[config.mk]
export PLATFORM = sky130hd
export DESIGN_NAME = pipeline_hazard_ctrl
export DESIGN_NICKNAME = d
export VERILOG_FILES = /design/src/rtl/pipeline_hazard_ctrl_pkg.sv /design/src/rtl/pipeline_hazard_ctrl_sat_counter.sv /design/src/rtl/pipeline_hazard_ctrl.sv
export SDC_FILE = /design/constraint.sdc
export NUM_CORES = 1
export LEC_CHECK = 0
export ABC_AREA = 1
export BUFFER_PORTS_ARGS = -buffer_cell sky130_fd_sc_hd__buf_2
export CELL_PAD_IN_SITES_DETAIL_PLACEMENT = 1
export CELL_PAD_IN_SITES_GLOBAL_PLACEMENT = 1
export CORE_AREA = 5 5 81 61
export DETAILED_ROUTE_END_ITERATION = 10
export DIE_AREA = 0 0 86 66
export PLACE_DENSITY_LB_ADDON = 0.1
export SLEW_MARGIN = 10
export SYNTH_ARGS = -nofsm -noshare
export SYNTH_HDL_FRONTEND = slang
export SYNTH_SLANG_ARGS = --single-unit
[constraint.sdc]
create_clock -name clk -period 5.5 [get_ports clk]
set_input_delay 1.65 -clock clk [delete_from_list [all_inputs] [get_ports clk]]
set_output_delay 1.65 -clock clk [all_outputs]
set_load 0.02 [all_outputs]
[src/rtl/pipeline_hazard_ctrl_pkg.sv]
// Shared definitions for the pipeline hazard controller: PCSrc encodings,
// interrupt vector and the controller state type.
package pipe_pkg;

   localparam logic [2:0] PC_SEQ    = 3'b000;
   localparam logic [2:0] PC_BRANCH = 3'b001;
   localparam logic [2:0] PC_JUMP   = 3'b010;
   localparam logic [2:0] PC_JR     = 3'b011;
   localparam logic [2:0] PC_ILLOP  = 3'b100;
   localparam logic [2:0] PC_XADR   = 3'b101;

   localparam logic [31:0] IRQ_VECTOR = 32'h8000_0004;

   typedef enum logic [1:0] {
      RUN      = 2'd0,
      MEM_WAIT = 2'd1,
      IRQ_BUSY = 2'd2
   } hazard_state_t;

endpackage

[src/rtl/pipeline_hazard_ctrl_sat_counter.sv]
// Saturating up-counter with synchronous clear; clear wins over enable.
module sat_counter #(
   parameter int CNT_W = 16
) (
   input  logic             clk,
   input  logic             en,
   input  logic             clr,
   output logic [CNT_W-1:0] q
);

   always_ff @(posedge clk) begin
      if (clr)
         q <= '0;
      else if (en && (q != '1))
         q <= q + 1'b1;
   end

endmodule

[src/rtl/pipeline_hazard_ctrl.sv]
// Pipeline register sequencer: resolves load-use, branch/jump, memory-wait and
// interrupt admission into per-stage write-enables and flushes.
module pipeline_hazard_ctrl
   import pipe_pkg::*;
#(
   parameter int CNT_W    = 16,
   parameter bit BR_IN_EX = 1'b1
) (
   input  logic             clk,
   input  logic             reset,
   input  logic [4:0]       id_rs,
   input  logic [4:0]       id_rt,
   input  logic             id_uses_rt,
   input  logic [2:0]       id_pcsrc,
   input  logic             ex_memrd,
   input  logic [4:0]       ex_rt,
   input  logic             ex_br_taken,
   input  logic             mem_busy,
   input  logic             irq,
   input  logic             irq_clr,
   output logic             pc_wr,
   output logic             if_id_wr,
   output logic             if_id_flush,
   output logic             id_ex_flush,
   output logic             ex_mem_wr,
   output logic             pc_irq_sel,
   output logic             irq_ack,
   output logic [CNT_W-1:0] stall_cycles
);

   hazard_state_t state;
   logic          in_handler;
   logic          load_use;
   logic          jump_id;
   logic          br_ex;
   logic          irq_take;

   always_comb begin
      load_use = ex_memrd && (ex_rt != 5'd0) &&
                 ((ex_rt == id_rs) || (id_uses_rt && (ex_rt == id_rt)));
      jump_id  = (id_pcsrc == PC_JUMP) || (id_pcsrc == PC_JR) ||
                 (id_pcsrc == PC_ILLOP) || (id_pcsrc == PC_XADR);
      br_ex    = BR_IN_EX && ex_br_taken;
      irq_take = irq && (state == RUN) && !mem_busy && !br_ex && !load_use && !jump_id;
   end

   // Priority: reset, memory wait, EX branch squash, load-use bubble, ID jump, interrupt.
   always_comb begin
      pc_wr       = 1'b1;
      if_id_wr    = 1'b1;
      if_id_flush = 1'b0;
      id_ex_flush = 1'b0;
      ex_mem_wr   = 1'b1;
      pc_irq_sel  = 1'b0;
      irq_ack     = 1'b0;
      if (reset) begin
         pc_wr       = 1'b0;
         if_id_wr    = 1'b0;
         if_id_flush = 1'b1;
         id_ex_flush = 1'b1;
         ex_mem_wr   = 1'b0;
      end else if (mem_busy) begin
         pc_wr     = 1'b0;
         if_id_wr  = 1'b0;
         ex_mem_wr = 1'b0;
      end else if (br_ex) begin
         if_id_flush = 1'b1;
         id_ex_flush = 1'b1;
      end else if (load_use) begin
         pc_wr       = 1'b0;
         if_id_wr    = 1'b0;
         id_ex_flush = 1'b1;
      end else if (jump_id) begin
         if_id_flush = 1'b1;
      end else if (irq_take) begin
         if_id_flush = 1'b1;
         pc_irq_sel  = 1'b1;
         irq_ack     = 1'b1;
      end
   end

   // in_handler survives a memory wait so the interrupt mask is not lost in MEM_WAIT.
   always_ff @(posedge clk) begin
      if (reset) begin
         state      <= RUN;
         in_handler <= 1'b0;
      end else begin
         if (irq_take)
            in_handler <= 1'b1;
         else if (irq_clr)
            in_handler <= 1'b0;

         if (mem_busy)
            state <= MEM_WAIT;
         else if (irq_take || (in_handler && !irq_clr))
            state <= IRQ_BUSY;
         else
            state <= RUN;
      end
   end

   sat_counter #(
      .CNT_W(CNT_W)
   ) u_stall_cnt (
      .clk (clk),
      .en  (!pc_wr && !reset),
      .clr (reset),
      .q   (stall_cycles)
   );

endmodule
After elaboration in Yosys (flattened, before gate mapping)
Cells that the tools add are included.
W data, S select, Z words.
{"block": "classes", "n_eq_ne": 7, "n_lt_le_gt_ge": 0, "div_mod_pow": 0, "mul": 0, "mux": 25, "bitwise_logic": 0, "n_shift": 0, "n_reduce_logical": 27, "addsub": 1}
{"operator": "$mux W1", "count": 24}
{"operator": "$add A16 B1 Y16 const B", "count": 1}
{"operator": "$ne A16 B16 Y1 const B", "count": 1}
{"operator": "$logic_and A1 B1 Y1", "count": 11}
{"operator": "$eq A5 B5 Y1", "count": 2}
{"operator": "$logic_not A1 Y1", "count": 7}
{"operator": "$eq A3 B2 Y1 const B", "count": 2}
{"operator": "$eq A3 B3 Y1 const B", "count": 2}
{"operator": "$logic_or A1 B1 Y1", "count": 5}
{"operator": "$reduce_bool A5 Y1", "count": 1}
{"operator": "$logic_not A2 Y1", "count": 1}
{"operator": "$mux W2", "count": 1}
{"operator": "$reduce_bool A2 Y1", "count": 1}
{"operator": "$reduce_or A2 Y1", "count": 1}
{"block": "totals", "output_inout_bits": 23, "latch_bits": 0, "ram_bits": 0, "memories": 0, "register_bits": 19, "rom_bits": 0}

Depth between registers and ports, before layout
{"block": "logic_depth", "depth_word": 13, "depth_mapped": 13, "depth_no_buf": 12}

Modules after synthesis
Synthesis repeated with hierarchy kept, for this count alone.
{"block": "unflattened", "hier_cells": 236, "hier_area_um2": 1357.6}
{"module": "sat_counter", "area_per_inst_um2": 929.6, "instances": 1, "seq_area_each_um2": 320.3, "cells_per_inst": 149}
{"module": "pipeline_hazard_ctrl", "area_per_inst_um2": 427.9, "instances": 1, "seq_area_each_um2": 60.1, "cells_per_inst": 87}

Least setup slack after synthesis
No wires, ideal clock.
{"block": "synth_timing", "path_kind": "in2out", "start": "input ex_rt[0]", "end": "output if_id_flush", "cell_stages": 8, "path_slack_ps": 1010, "t_arrival_ps": 2840, "n_path_buf": 1, "t_required_ps": 3850, "path_cell_list": "inv_1 -> nand3_1 -> o21ai_0 -> inv_1 -> nand3_1 -> nand2_1 -> clkbuf_1 -> o21ai_0"}
{"block": "synth_via", "elab_chain_len": 13}
{"element": "from (decl)", "line_no": "pipeline_hazard_ctrl.sv:16", "source": "input logic [4:0] ex_rt,"}
{"element": "$eq A5 B5 Y1", "line_no": "pipeline_hazard_ctrl.sv:40", "source": "((ex_rt == id_rs) || (id_uses_rt && (ex_rt == id_rt)));"}
{"element": "$logic_and A1 B1 Y1", "line_no": "pipeline_hazard_ctrl.sv:40"}
{"element": "$logic_or A1 B1 Y1", "line_no": "pipeline_hazard_ctrl.sv:40"}
{"element": "$logic_and A1 B1 Y1 (*)", "line_no": "pipeline_hazard_ctrl.sv:39", "source": "load_use = ex_memrd && (ex_rt != 5'd0) &&"}
{"element": "$logic_not A1 Y1", "line_no": "pipeline_hazard_ctrl.sv:44", "source": "irq_take = irq && (state == RUN) && !mem_busy && !br_ex && !load_use && !jump_id;"}
{"element": "$logic_and A1 B1 Y1 (2 in series)", "line_no": "pipeline_hazard_ctrl.sv:44"}
{"element": "$mux W1", "line_no": "pipeline_hazard_ctrl.sv:75", "source": "end else if (irq_take) begin"}
{"element": "$mux W1", "line_no": "pipeline_hazard_ctrl.sv:73", "source": "end else if (jump_id) begin"}
{"element": "$mux W1 (*)", "line_no": "pipeline_hazard_ctrl.sv:69", "source": "end else if (load_use) begin"}
{"element": "$mux W1 (*)", "line_no": "pipeline_hazard_ctrl.sv:66", "source": "end else if (br_ex) begin"}
{"element": "$mux W1 (*)", "line_no": "pipeline_hazard_ctrl.sv:62", "source": "end else if (mem_busy) begin"}
{"element": "$mux W1 (*)", "line_no": "pipeline_hazard_ctrl.sv:56", "source": "if (reset) begin"}
{"element": "to (decl)", "line_no": "pipeline_hazard_ctrl.sv:23", "source": "output logic if_id_flush,"}
Every way passes the cells marked *; elsewhere a longest branch is shown, timed or not.

Worst setup path after layout
{"block": "layout_timing", "start": "input ex_rt[2]", "end": "output if_id_flush"}
The elaborated chain is that of the path after synthesis.

==> metrics <==
Placed Area 0.001593 mm²; status finished clean; routed wire length 3598 µm; Final Non-Filler Cells 326; final core occ 39.67%; Worst-Margin Slew 469.5 ps; Net Sw Power 0.0001015 W; Layout Nets 299; routed vias 1,454; Main synth FF type dfxtp_1; crit path max fanout 11; Final setup viols 0; RD Place Congestion 0.7309; Avg Inst Size Synth 5.895 µm²; clock skew 4.141 ps; final hold viol count 0; commonest cells after routing, fill and taps aside nand2_1 (66), buf_2 (47), nor2_1 (45); hold buffers post-CTS 0; die height 66 µm; sequential fraction of the synthesis area 28.68%; Post-Layout Inst Area 0.001638 mm²; Hold Path Class flip-flop to flip-flop; drt drc 0; Yosys top cell area share 28.68%; busiest grt layer met2; share of layout cells above drive strength 1 21.40%; Post-synth ARST share 0%; number of CTS-inserted buffers 3; Hold Crit Depth 2; met3 global-route usage 3.611%; die area 0.005676 mm²; number of global-route vias before repair 1,360; Max Slew Vio Count 0; # IOs 49; dpl ws 800.0 ps; clock sink total 19; GRT met1 Usage 16.49%; initial drt markers 40; kind of critical path input port to primary output; CORE AREA 0.004129 mm²; gr usage total 12.88%; Root Driver clkbuf_8; initial antenna violation count 0; htree depth 1; Unique masters post-synth 24; global-route wire length before repair 5885 µm; gr ovfl total 0; Final ANT Viol Nets 0; most common cell after layout, fill and taps aside nand2_1; DR WL/cell 11.04 µm; Worst-Skew Late Latency 260 ps; syn nets 252; P per Cell Area 198.3 mW/mm²; cell internal pwr 0.0002232 W; Peak VDD IR 118.3 µV; cell taking the most area after synthesis dfxtp_1; WP data arrival 3010 ps; Syn. warnings 0; Initial Util 32.12%; TritonCTS clock tree done; Worst Reg-to-Reg Cells 11; die width 86 µm; PortBufs 47; clock network fraction of design power 30.6%; setup bufs post-CTS 0; Net Sw Frac 31.27%; Final period util 84.75%; Highest Clock Rate 214.5 MHz; Gate Count Post-Synth 225; placed insts 322; RSZ-0062 raised after global routing no; mapped cell area 0.001326 mm²; max cap viols 0; site row count 20; Clock Path Buffers 2; Post-synth EDFFs 0; area grow syn2layout 23.49%; Pleak 0.9363 nW; Yosys reg bits 19; Fin Setup TNS 0 ps; Area contributors post-synth dfxtp_1 (29%), nand2_1 (19%), nor2_1 (13%); worst path required time 3850 ps; Diodes inserted 0; DR pass1 iterations 4; startpoint types input port; CTS resizes 0; via density per instance 4.460; Slew HR 68.67%; Worst-path clk slew 70 ps; final HPWL from detailed placement 2867 µm; post-route minimum period 4661 ps; sequential power share 46.6%; largest net degree at the start of global routing 24; global routing usage on met2 21.73%; slack of the critical path 839.0 ps; Comb power frac 22.8%; crit end category primary output
## cells in the mapped netlist (2+ instances only)
cell type / number
nor3_1: 3
buf_6: 2
o21ai_0: 4
o21a_1: 2
nor2_4: 2
nand3_1: 17
xnor2_1: 2
nand3_2: 2
nor2_1: 45
buf_4: 2
xor2_1: 9
nand2_1: 66
a21oi_1: 6
dfxtp_1: 19
inv_1: 34
clkbuf_1: 2
## power by group through the flow
stage	logic, W	registers, W	clock network (W)
final	0.0000741	0.000151	0.0000994
after global routing	0.0000838	0.000153	0.000113
after CTS	0.0000755	0.000151	0.000106
after detailed placement	0.0000749	0.000155	0
after global placement	0.0000732	0.000155	0
after floorplan	0.0000416	0.000161	0
## registers in the layout, indices dropped and copies added (netlist names)
signal,count
in_handler,1
state,2
u_stall_cnt.q,16
## kinds of logic (layout without fill, tap and decap cells)
group,Yosys count,after routing,share of synthesized area [%]
AOI/OAI and AO/OA,13,13,5.282
xor gates and xnor gates,11,11,7.265
adders and majority gates,1,1,0.9432
buffers and inverters,41,87,13.30
DFF,19,19,28.68
and+or+nand+nor,140,140,44.53
## final cells by class
type                            count  area, µm²
Clock buffer                        4      45.04
Fill cell                         597       2491
Inverter                           35      131.4
Multi-Input combinational cell    165      769.5
Sequential cell                    19      380.4
Tap cell                           55      68.82
Timing Repair Buffer               48      242.7
## through the flow
stage               total power [W]  hold slack [ps]
floorplan                 0.0002022            565.5
global placement          0.0002278            521.4
detailed placement        0.0002295            533.0
CTS                       0.0003326            544.4
global route              0.0003495            592.9
finish                    0.0003247            537.3
## critical path: stages
cell     delay, ps
buf_2          120
nor2_1         110
nand3_1        110
o21ai_0        170
inv_1           70
nand3_1        100
nand2_1        250
o21ai_0        240
buf_2          190
## routing by layer
layer,wire length [µm],share of wire (%),up-vias
met5,0,0,-
met4,22,0.61,0
met3,195,5.4,4
met2,1601,44,30
met1,1779,49,649
li1,-,-,771
## path summary, 6_finish.rpt
| kind | from | slack (ps) | endpoint |
|---|---|---|---|
| max | ex_rt[2] | 840 | if_id_flush |
| min | u_stall_cnt.q[1] | 540 | u_stall_cnt.q[1] |
| max reg2reg | u_stall_cnt.q[2] | 3560 | u_stall_cnt.q[0] |
| min reg2reg | u_stall_cnt.q[1] | 540 | u_stall_cnt.q[1] |
Note: power is estimated with default switching activity, not from simulation.
